--- src/rtl/front_pkg.sv ---
// rtl/front_pkg.sv - shared front-end types and constants for the fetch-PC generator
package front_pkg;

    typedef enum logic [1:0] {
        S_ISSUE = 2'd0,
        S_WAIT  = 2'd1,
        S_KILL  = 2'd2
    } pc_state_e;

    localparam logic [31:0] RESET_PC_DEFAULT = 32'hbfc00000;
    localparam int unsigned INST_BYTES       = 4;

endpackage

--- src/rtl/redirect_arbiter.sv ---
// rtl/redirect_arbiter.sv - fixed-priority one-hot redirect select, channel 0 highest
import front_pkg::*;

module redirect_arbiter #(
    parameter int NUM_REDIRECT = 6
) (
    input  logic [NUM_REDIRECT-1:0]    redir_valid,
    input  logic [NUM_REDIRECT*32-1:0] redir_target,
    output logic                       any_redir,
    output logic [31:0]                sel_target
);

    logic [NUM_REDIRECT-1:0] grant;

    // Isolate the lowest set request bit to form a one-hot grant.
    assign grant     = redir_valid & ~(redir_valid - NUM_REDIRECT'(1));
    assign any_redir = |redir_valid;

    // AND-OR mux of the granted channel's target.
    always_comb begin
        sel_target = '0;
        for (int i = 0; i < NUM_REDIRECT; i++) begin
            sel_target = sel_target | ({32{grant[i]}} & redir_target[32*i +: 32]);
        end
    end

endmodule

--- src/rtl/pc_gen_multi.sv ---
// rtl/pc_gen_multi.sv - N-wide fetch-PC generator with redirects and stale-response kill (PC_GEN_LINE_CLIP_EN clips fetches at block boundaries)
import front_pkg::*;

module pc_gen_multi #(
    parameter int          FETCH_WIDTH  = 2,
    parameter int          NUM_REDIRECT = 6,
    parameter logic [31:0] RESET_PC     = RESET_PC_DEFAULT,
    parameter int          CNT_W        = $clog2(FETCH_WIDTH+1)
) (
    input  logic                       clk,
    input  logic                       rst,
    input  logic [NUM_REDIRECT-1:0]    redir_valid,
    input  logic [NUM_REDIRECT*32-1:0] redir_target,
    input  logic                       fifo_full,
    output logic                       req_valid,
    input  logic                       req_ready,
    output logic [31:0]                req_pc,
    output logic [CNT_W-1:0]           req_max,
    input  logic                       resp_valid,
    input  logic [CNT_W-1:0]           resp_count,
    output logic                       drop_resp,
    output logic [31:0]                pc_curr,
    output logic [31:0]                pc_next,
    output logic                       pc_misalign,
    output logic                       busy
);

    localparam int OFF_W = $clog2(FETCH_WIDTH);

    pc_state_e        state;
    pc_state_e        state_nxt;
    logic [31:0]      pc_q;
    logic [CNT_W-1:0] max_q;
    logic             any_redir;
    logic [31:0]      sel_target;
    logic [CNT_W-1:0] eff_cnt;
    logic [31:0]      advance;

    redirect_arbiter #(
        .NUM_REDIRECT (NUM_REDIRECT)
    ) u_arb (
        .redir_valid  (redir_valid),
        .redir_target (redir_target),
        .any_redir    (any_redir),
        .sel_target   (sel_target)
    );

`ifdef PC_GEN_LINE_CLIP_EN
    // Limit the request so it stops at the end of the aligned fetch block.
    generate
        if (OFF_W > 0) begin : g_clip
            assign req_max = CNT_W'(FETCH_WIDTH) - CNT_W'(pc_q[OFF_W+1:2]);
        end else begin : g_single
            assign req_max = CNT_W'(FETCH_WIDTH);
        end
    endgenerate
`else
    assign req_max = CNT_W'(FETCH_WIDTH);
`endif

    assign pc_curr     = pc_q;
    assign req_pc      = pc_q;
    assign pc_misalign = (pc_q[1:0] != 2'b00);
    assign busy        = (state != S_ISSUE);
    assign req_valid   = ~rst & (state == S_ISSUE) & ~fifo_full & ~any_redir & ~pc_misalign;

    // The cache may return more than it was allowed; clip to the latched maximum.
    assign eff_cnt = (resp_count < max_q) ? resp_count : max_q;
    assign advance = 32'(eff_cnt) * 32'(INST_BYTES);

    // Next-state, next-PC and response-kill decode.
    always_comb begin
        state_nxt = state;
        pc_next   = pc_q;
        drop_resp = 1'b0;
        unique case (state)
            S_ISSUE: begin
                if (any_redir) begin
                    pc_next = sel_target;
                end else if (req_valid && req_ready) begin
                    state_nxt = S_WAIT;
                end
            end
            S_WAIT: begin
                if (any_redir) begin
                    pc_next   = sel_target;
                    drop_resp = resp_valid;
                    state_nxt = resp_valid ? S_ISSUE : S_KILL;
                end else if (resp_valid) begin
                    pc_next   = pc_q + advance;
                    state_nxt = S_ISSUE;
                end
            end
            S_KILL: begin
                if (any_redir) begin
                    pc_next = sel_target;
                end
                if (resp_valid) begin
                    drop_resp = 1'b1;
                    state_nxt = S_ISSUE;
                end
            end
            default: begin
                state_nxt = S_ISSUE;
            end
        endcase
        // The cache shares this reset, so nothing is killed while it is held.
        if (rst) begin
            pc_next   = RESET_PC;
            drop_resp = 1'b0;
            state_nxt = S_ISSUE;
        end
    end

    // State, PC and the request maximum captured at the handshake.
    always_ff @(posedge clk) begin
        if (rst) begin
            state <= S_ISSUE;
            pc_q  <= RESET_PC;
            max_q <= CNT_W'(FETCH_WIDTH);
        end else begin
            state <= state_nxt;
            pc_q  <= pc_next;
            if (state == S_ISSUE && req_valid && req_ready) begin
                max_q <= req_max;
            end
        end
    end

endmodule

--- config.mk ---
export PLATFORM = sky130hd
export DESIGN_NAME = pc_gen_multi
export DESIGN_NICKNAME = d
export VERILOG_FILES = /design/src/rtl/front_pkg.sv /design/src/rtl/redirect_arbiter.sv /design/src/rtl/pc_gen_multi.sv
export SDC_FILE = /design/constraint.sdc
export NUM_CORES = 1
export LEC_CHECK = 0
export BUFFER_PORTS_ARGS = -buffer_cell sky130_fd_sc_hd__buf_2
export CAP_MARGIN = 20
export CORE_AREA = 2 2 118 120
export CTS_BUF_LIST = sky130_fd_sc_hd__clkbuf_16
export CTS_CLUSTER_DIAMETER = 200
export DETAILED_ROUTE_END_ITERATION = 8
export DIE_AREA = 0 0 120 122
export PLACE_DENSITY = 0.76
export SKIP_LAST_GASP = 1
export SLEW_MARGIN = 0
export SYNTH_ARGS = -nofsm -noshare
export SYNTH_HDL_FRONTEND = slang
export SYNTH_SLANG_ARGS = --single-unit
--- constraint.sdc ---
create_clock -name clk -period 3.28 [get_ports clk]
set_input_delay 0.492 -clock clk [delete_from_list [all_inputs] [get_ports clk]]
set_output_delay 0.492 -clock clk [all_outputs]
set_load 0.02 [all_outputs]
Word-level counts from Yosys, hierarchy flattened
Cells that the tools add are included.
{ "classes": {"n_addsub": 2, "magnitude_cmp": 1, "n_eq_ne": 4, "muxes": 16, "n_bitwise": 21, "n_reduce_logical": 7} }
{ "ops": {"columns": ["operator", "n"], "rows": [
  ["32-bit AND", 6],
  ["32-bit OR", 5],
  ["32-bit 2-to-1 mux", 4],
  ["32-bit case mux with 2 select lines", 1],
  ["32-bit by 4-bit adder with 32-bit output", 1],
  ["2-bit 2-to-1 mux", 6],
  ["6-bit AND", 1],
  ["6-bit NOT", 1],
  ["2-bit case mux with 3 select lines", 1],
  ["6-bit OR reduction", 1],
  ["6-bit by 1-bit subtractor with 6-bit output, second input constant", 1],
  ["1-bit AND", 4],
  ["2-bit != test, second input constant", 2],
  ["1-bit NOT", 4],
  ["2-bit nonzero test", 2],
  ["1-bit 2-to-1 mux", 3],
  ["2-bit by 1-bit == test with 1-bit output, second input constant", 1],
  ["2-bit == test, second input constant", 1],
  ["2-bit zero test", 1],
  ["2-bit less-than comparator, second input constant", 1],
  ["1-bit case mux with 2 select lines", 1],
  ["2-bit AND reduction", 1],
  ["2-bit OR reduction", 1],
  ["1-bit logical AND", 1]
]} }
{ "word_totals": {"register_bits": 34, "wordCells": 53} }

Depth between registers and ports, before layout
{ "depth": {"word_depth": 12, "mapped_depth": 8} }

By module
A second synthesis with hierarchy kept.
{ "unflattened": {"cells_unflattened": 699, "area_unflattened_um2": 4954.8} }
{ "by_module_without_submodules": {"columns": ["module", "n_inst", "cells_per_inst", "area_per_inst_um2"], "rows": [
  ["pc_gen_multi", 1, 436, 3174.3],
  ["redirect_arbiter", 1, 263, 1780.5]
]} }

Worst setup path before layout
No wires, ideal clock.
{ "synth_timing": {"path_kind": "input-to-output", "from": "input port redir_valid[1]", "to": "output port pc_next[12]", "t_arrival_ns": 2.885, "required_ns": 2.788, "setup_slack_ns": -0.097, "path_stages": 7, "n_path_buf": 2, "cell_sequence": "clkbuf_1 nor4_2 buf_4 nand2_1 o21ai_0 a21oi_1 a2111oi_0"} }
{ "synth_between": {"elab_chain_cells": 12, "word_cells_on_any_way": 18, "classes_between": "add/sub: 1; mux: 4; bitwise: 12; reduce/logical: 1"} }
{ "synth_lines": {"columns": ["element", "line", "rtl"], "rows": [
  ["start: declaration", "pc_gen_multi.sv:12", "input logic [NUM_REDIRECT-1:0] redir_valid,"],
  ["6-bit by 1-bit subtractor with 6-bit output", "redirect_arbiter.sv:16", "assign grant = redir_valid & ~(redir_valid - NUM_REDIRECT'(1));"],
  ["6-bit NOT", "redirect_arbiter.sv:16", null],
  ["6-bit AND", "redirect_arbiter.sv:16", null],
  ["32-bit AND", "redirect_arbiter.sv:23", "sel_target = sel_target | ({32{grant[i]}} & redir_target[32*i +: 32]);"],
  ["32-bit OR (5 in series)", "redirect_arbiter.sv:23", null],
  ["32-bit 2-to-1 mux (on tied branches)", "pc_gen_multi.sv:78, pc_gen_multi.sv:95, pc_gen_multi.sv:85", null],
  ["32-bit case mux with 2 select lines (*)", "pc_gen_multi.sv:76", "unique case (state)"],
  ["32-bit 2-to-1 mux (*)", "pc_gen_multi.sv:108", "if (rst) begin"],
  ["end: declaration", "pc_gen_multi.sv:23", "output logic [31:0] pc_next,"]
]} }
Every way passes the cells marked *; elsewhere a longest branch is shown, timed or not.

Worst setup path in the final report
{ "layout_timing": {"from": "register state[0]", "to": "output port pc_next[9]"} }
{ "layout_between": {"elab_chain_cells": 4, "word_cells_on_any_way": 6, "classes_between": "eq/ne: 2; mux: 2; reduce/logical: 2"} }
{ "layout_lines": {"columns": ["element", "line", "rtl"], "rows": [
  ["start: declaration", "pc_gen_multi.sv:30", "pc_state_e state;"],
  ["start signal: assignment", "pc_gen_multi.sv:122", "state <= state_nxt;"],
  ["2-bit == test / 2-bit zero test (equally long branches)", "pc_gen_multi.sv:76", null],
  ["2-bit OR reduction (no source line)", null, null],
  ["32-bit case mux with 2 select lines (*)", "pc_gen_multi.sv:76", null],
  ["32-bit 2-to-1 mux (*)", "pc_gen_multi.sv:108", null]
]} }
Marks and branches as above.

==> results.yml <==
outcome:
  outcome: "finished, final reports clean"
critical_path:
  worstPathCellList: "inv_1 -> ha_1 -> or3_1 -> nor3_4 -> buf_4 -> nand2_1 -> a211oi_1 -> nor4_1 -> buf_2"
  critPathRequiredTime_ps: 2790
  ff2ff_setup_slack_ps: 940
  cp_max_fo: 7
  cp_top_family: "simple AND/OR/NAND/NOR gates"
  max_stage_delay_ps: 450
  worstSetupPathType: "reg -> out"
  end_kind: "output port"
  worst-path-buf-inv: 3
  cp_slowest_cell: "or3_1"
  arrival_ps: 2690
  start_kind: "flip-flop"
global_route:
  grt_pass1_vias: 5943
  grt_pass1_wl_um: 33750
  antenna_found_initial: 2
  grt_remaining_overflow: 0
  grt_max_degree: 42
  grt_use_total_pct: 29.99
floorplan:
  die_h_um: 122
  fp.dieW_um: 120
  design.core.area_um2: 13500
  fp-row-count: 43
  start_util_pct: 32.89
  dieArea_um2: 14640
  ios: 307
cts:
  cts_max_path_buffers: 2
  clkSlewWorstSetupHoldPaths_ps: 60
  clock_latency_ps: 300
  postCtsSetupRepairBufs: 0
  cts_root_buf: "clkbuf_16"
  h-tree-depth: 2
  cts.sinks: 34
  cts_made_buffers: 5
  cts_tree: "yes"
sta:
  maxSlewHeadroom_pct: 53.19
  worst_pin_slew_ps: 699.6
  fmax_mhz: 314.1
  maxSlewViolCount: 0
  fin_setup_tns_ps: 0
  setup_violations: 0
  min_period_over_period_pct: 97.06
  rsz0062_at_grt: "false"
  finClkSkew_ps: 8.709
  finalCriticalPeriod_ps: 3184
  hold_viol_final: 0
pwr:
  p_per_area_nw_per_um2: 279.6
  p_leak_nw: 2.966
  vdd_drop_max_uv: 162.3
finish:
  drive_above_1_share_pct: 43.92
  area_delta_synth_final_pct: 42.37
  fin_util_pct: 46.83
  antenna_cells: 0
  instances_no_fill: 1077
  nets: 1108
logic_synthesis:
  yosysMostFrequentCell: "nand2_1"
  syn_nets: 830
  async_flop_share_pct: 0
  netlist_area_um2: 4442
  synth_top_cell_area_share_pct: 15.32
  synth_cells: 618
  synth.distinct_cells: 71
  yosysTopAreaCell: "dfxtp_1"
  synthFlopType: "dfxtp_1"
  synth_common_cells: "55 x nand2_1, 48 x o21ai_0, 44 x a21oi_1"
  synth_seq_cells: 34
  synth.area.top_cells: "dfxtp_1 15%, buf_4 5.9%, o21ai_0 5.4%"
  synth_edf_count: 0
  synth_seq_area_share_pct: 15.32
  syn_area_per_cell_um2: 7.187
  yosys_warnings: 0
placement:
  hpwl_um: 19040
  io_buffers: 304
  place_congestion: 0.9976
  placed_cells: 1069
min_path:
  worstHoldPathType: "in -> reg"
route:
  vias: 6591
  drcViolationCount: 0
  firstDrtPassIters: 5
  avgRoutedWirePerCell_um: 21.71
  viasPerCell: 6.120
  drt_first_iter_violations: 652
  ant_nets: 0
  drt_wl_total_um: 23390
run:
  cap_violations: 0
==> cells in the final DEF (no fill, tap or decap), drive strengths merged, types with 4 or more instances in the layout <==
cell type	count
nor3	21
a222oi	6
a22o	5
nor2	28
a221oi	14
nand3	18
a21oi	44
a211o	11
a31oi	18
nand2b	10
nor4	13
nand4	18
a22oi	17
a221o	11
nor2b	5
and3	16
buf	356
nand2	55
o31ai	7
a2111oi	9
clkbuf	5
inv	15
and2	4
dfxtp	34
a311oi	5
o21ai	48
a32o	5
a211oi	9
ha	6
o221a	8
a21o	4
o21a	4
nand3b	9
o211a	7
==> sequential cells by signal, summed over array words and instances, names as in the netlist <==
name / flops
pc_curr: 32
state: 2
==> power breakdown <==
group / switching, mW / internal [mW]
sequential: 0.0638 / 0.446
combinational: 0.461 / 0.318
clock: 0.203 / 0.275
total: 0.728 / 1.04
==> per-stage QoR <==
step / power [mW] / hold slack (ps) / worst slack, ps / area [um2]
floorplan: 0.9599 / 470.3 / 147.3 / 4447
global route: 1.830 / 546.8 / 7.284 / 6324
global placement: 1.278 / 491.5 / 152.4 / 6171
detailed placement: 1.281 / 495.5 / 75.01 / 6171
finish: 1.768 / 496.2 / 96.46 / 6324
CTS: 1.743 / 497.3 / 56.00 / 6309
==> repair_timing <==
item | CTS | global route
hold endpoints to repair | 0 | 0
gates resized for setup | 0 | 5
hold buffers | 0 | 0
setup endpoints to repair | 0 | 4
==> metal layers <==
layer	global-route usage [%]	part of all wire [%]	wire [um]	vias up
li1	-	-	-	2980
met1	39.57	41	9596	3088
met2	49.22	46	10760	452
met3	5.665	9.3	2174	69
met4	9.853	3.6	840	2
met5	0	0.047	11	-
==> cells by family (layout without fill, tap and decap cells) <==
family,count (synthesis),after routing,share of synthesized area (%)
mux,5,5,1.211
compound gates,258,258,42.90
xor+xnor,1,1,0.1972
fa+ha+maj,7,7,2.141
simple gates,212,212,26.20
buf+inv,99,378,11.86
other cells,2,2,0.1691
flops,34,34,15.32
==> final cells by class <==
class                           instances  area [um2]
Inverter                               14       52.55
Sequential cell                        34       680.7
Clock buffer                            5       125.1
Clock inverter                          3       12.51
Timing Repair Buffer                  356        1962
Tap cell                              180       225.2
Multi-Input combinational cell        485        3266
Fill cell                            1396        7181
==> path summary, 6_finish.rpt <==
path,startpoint,end,depth (start not counted)
setup / recovery,state[0],pc_next[9],9
hold / removal,redir_target[134],pc_curr[6],3
setup reg to reg,state[0],pc_curr[9],8
hold reg to reg,state[0],state[0],2
==> worst min-delay path: stages <==
cell and delay [ps]:
buf_2 100, nand2_1 60, a2111oi_0 80
Power figures use the tool's default switching activity.
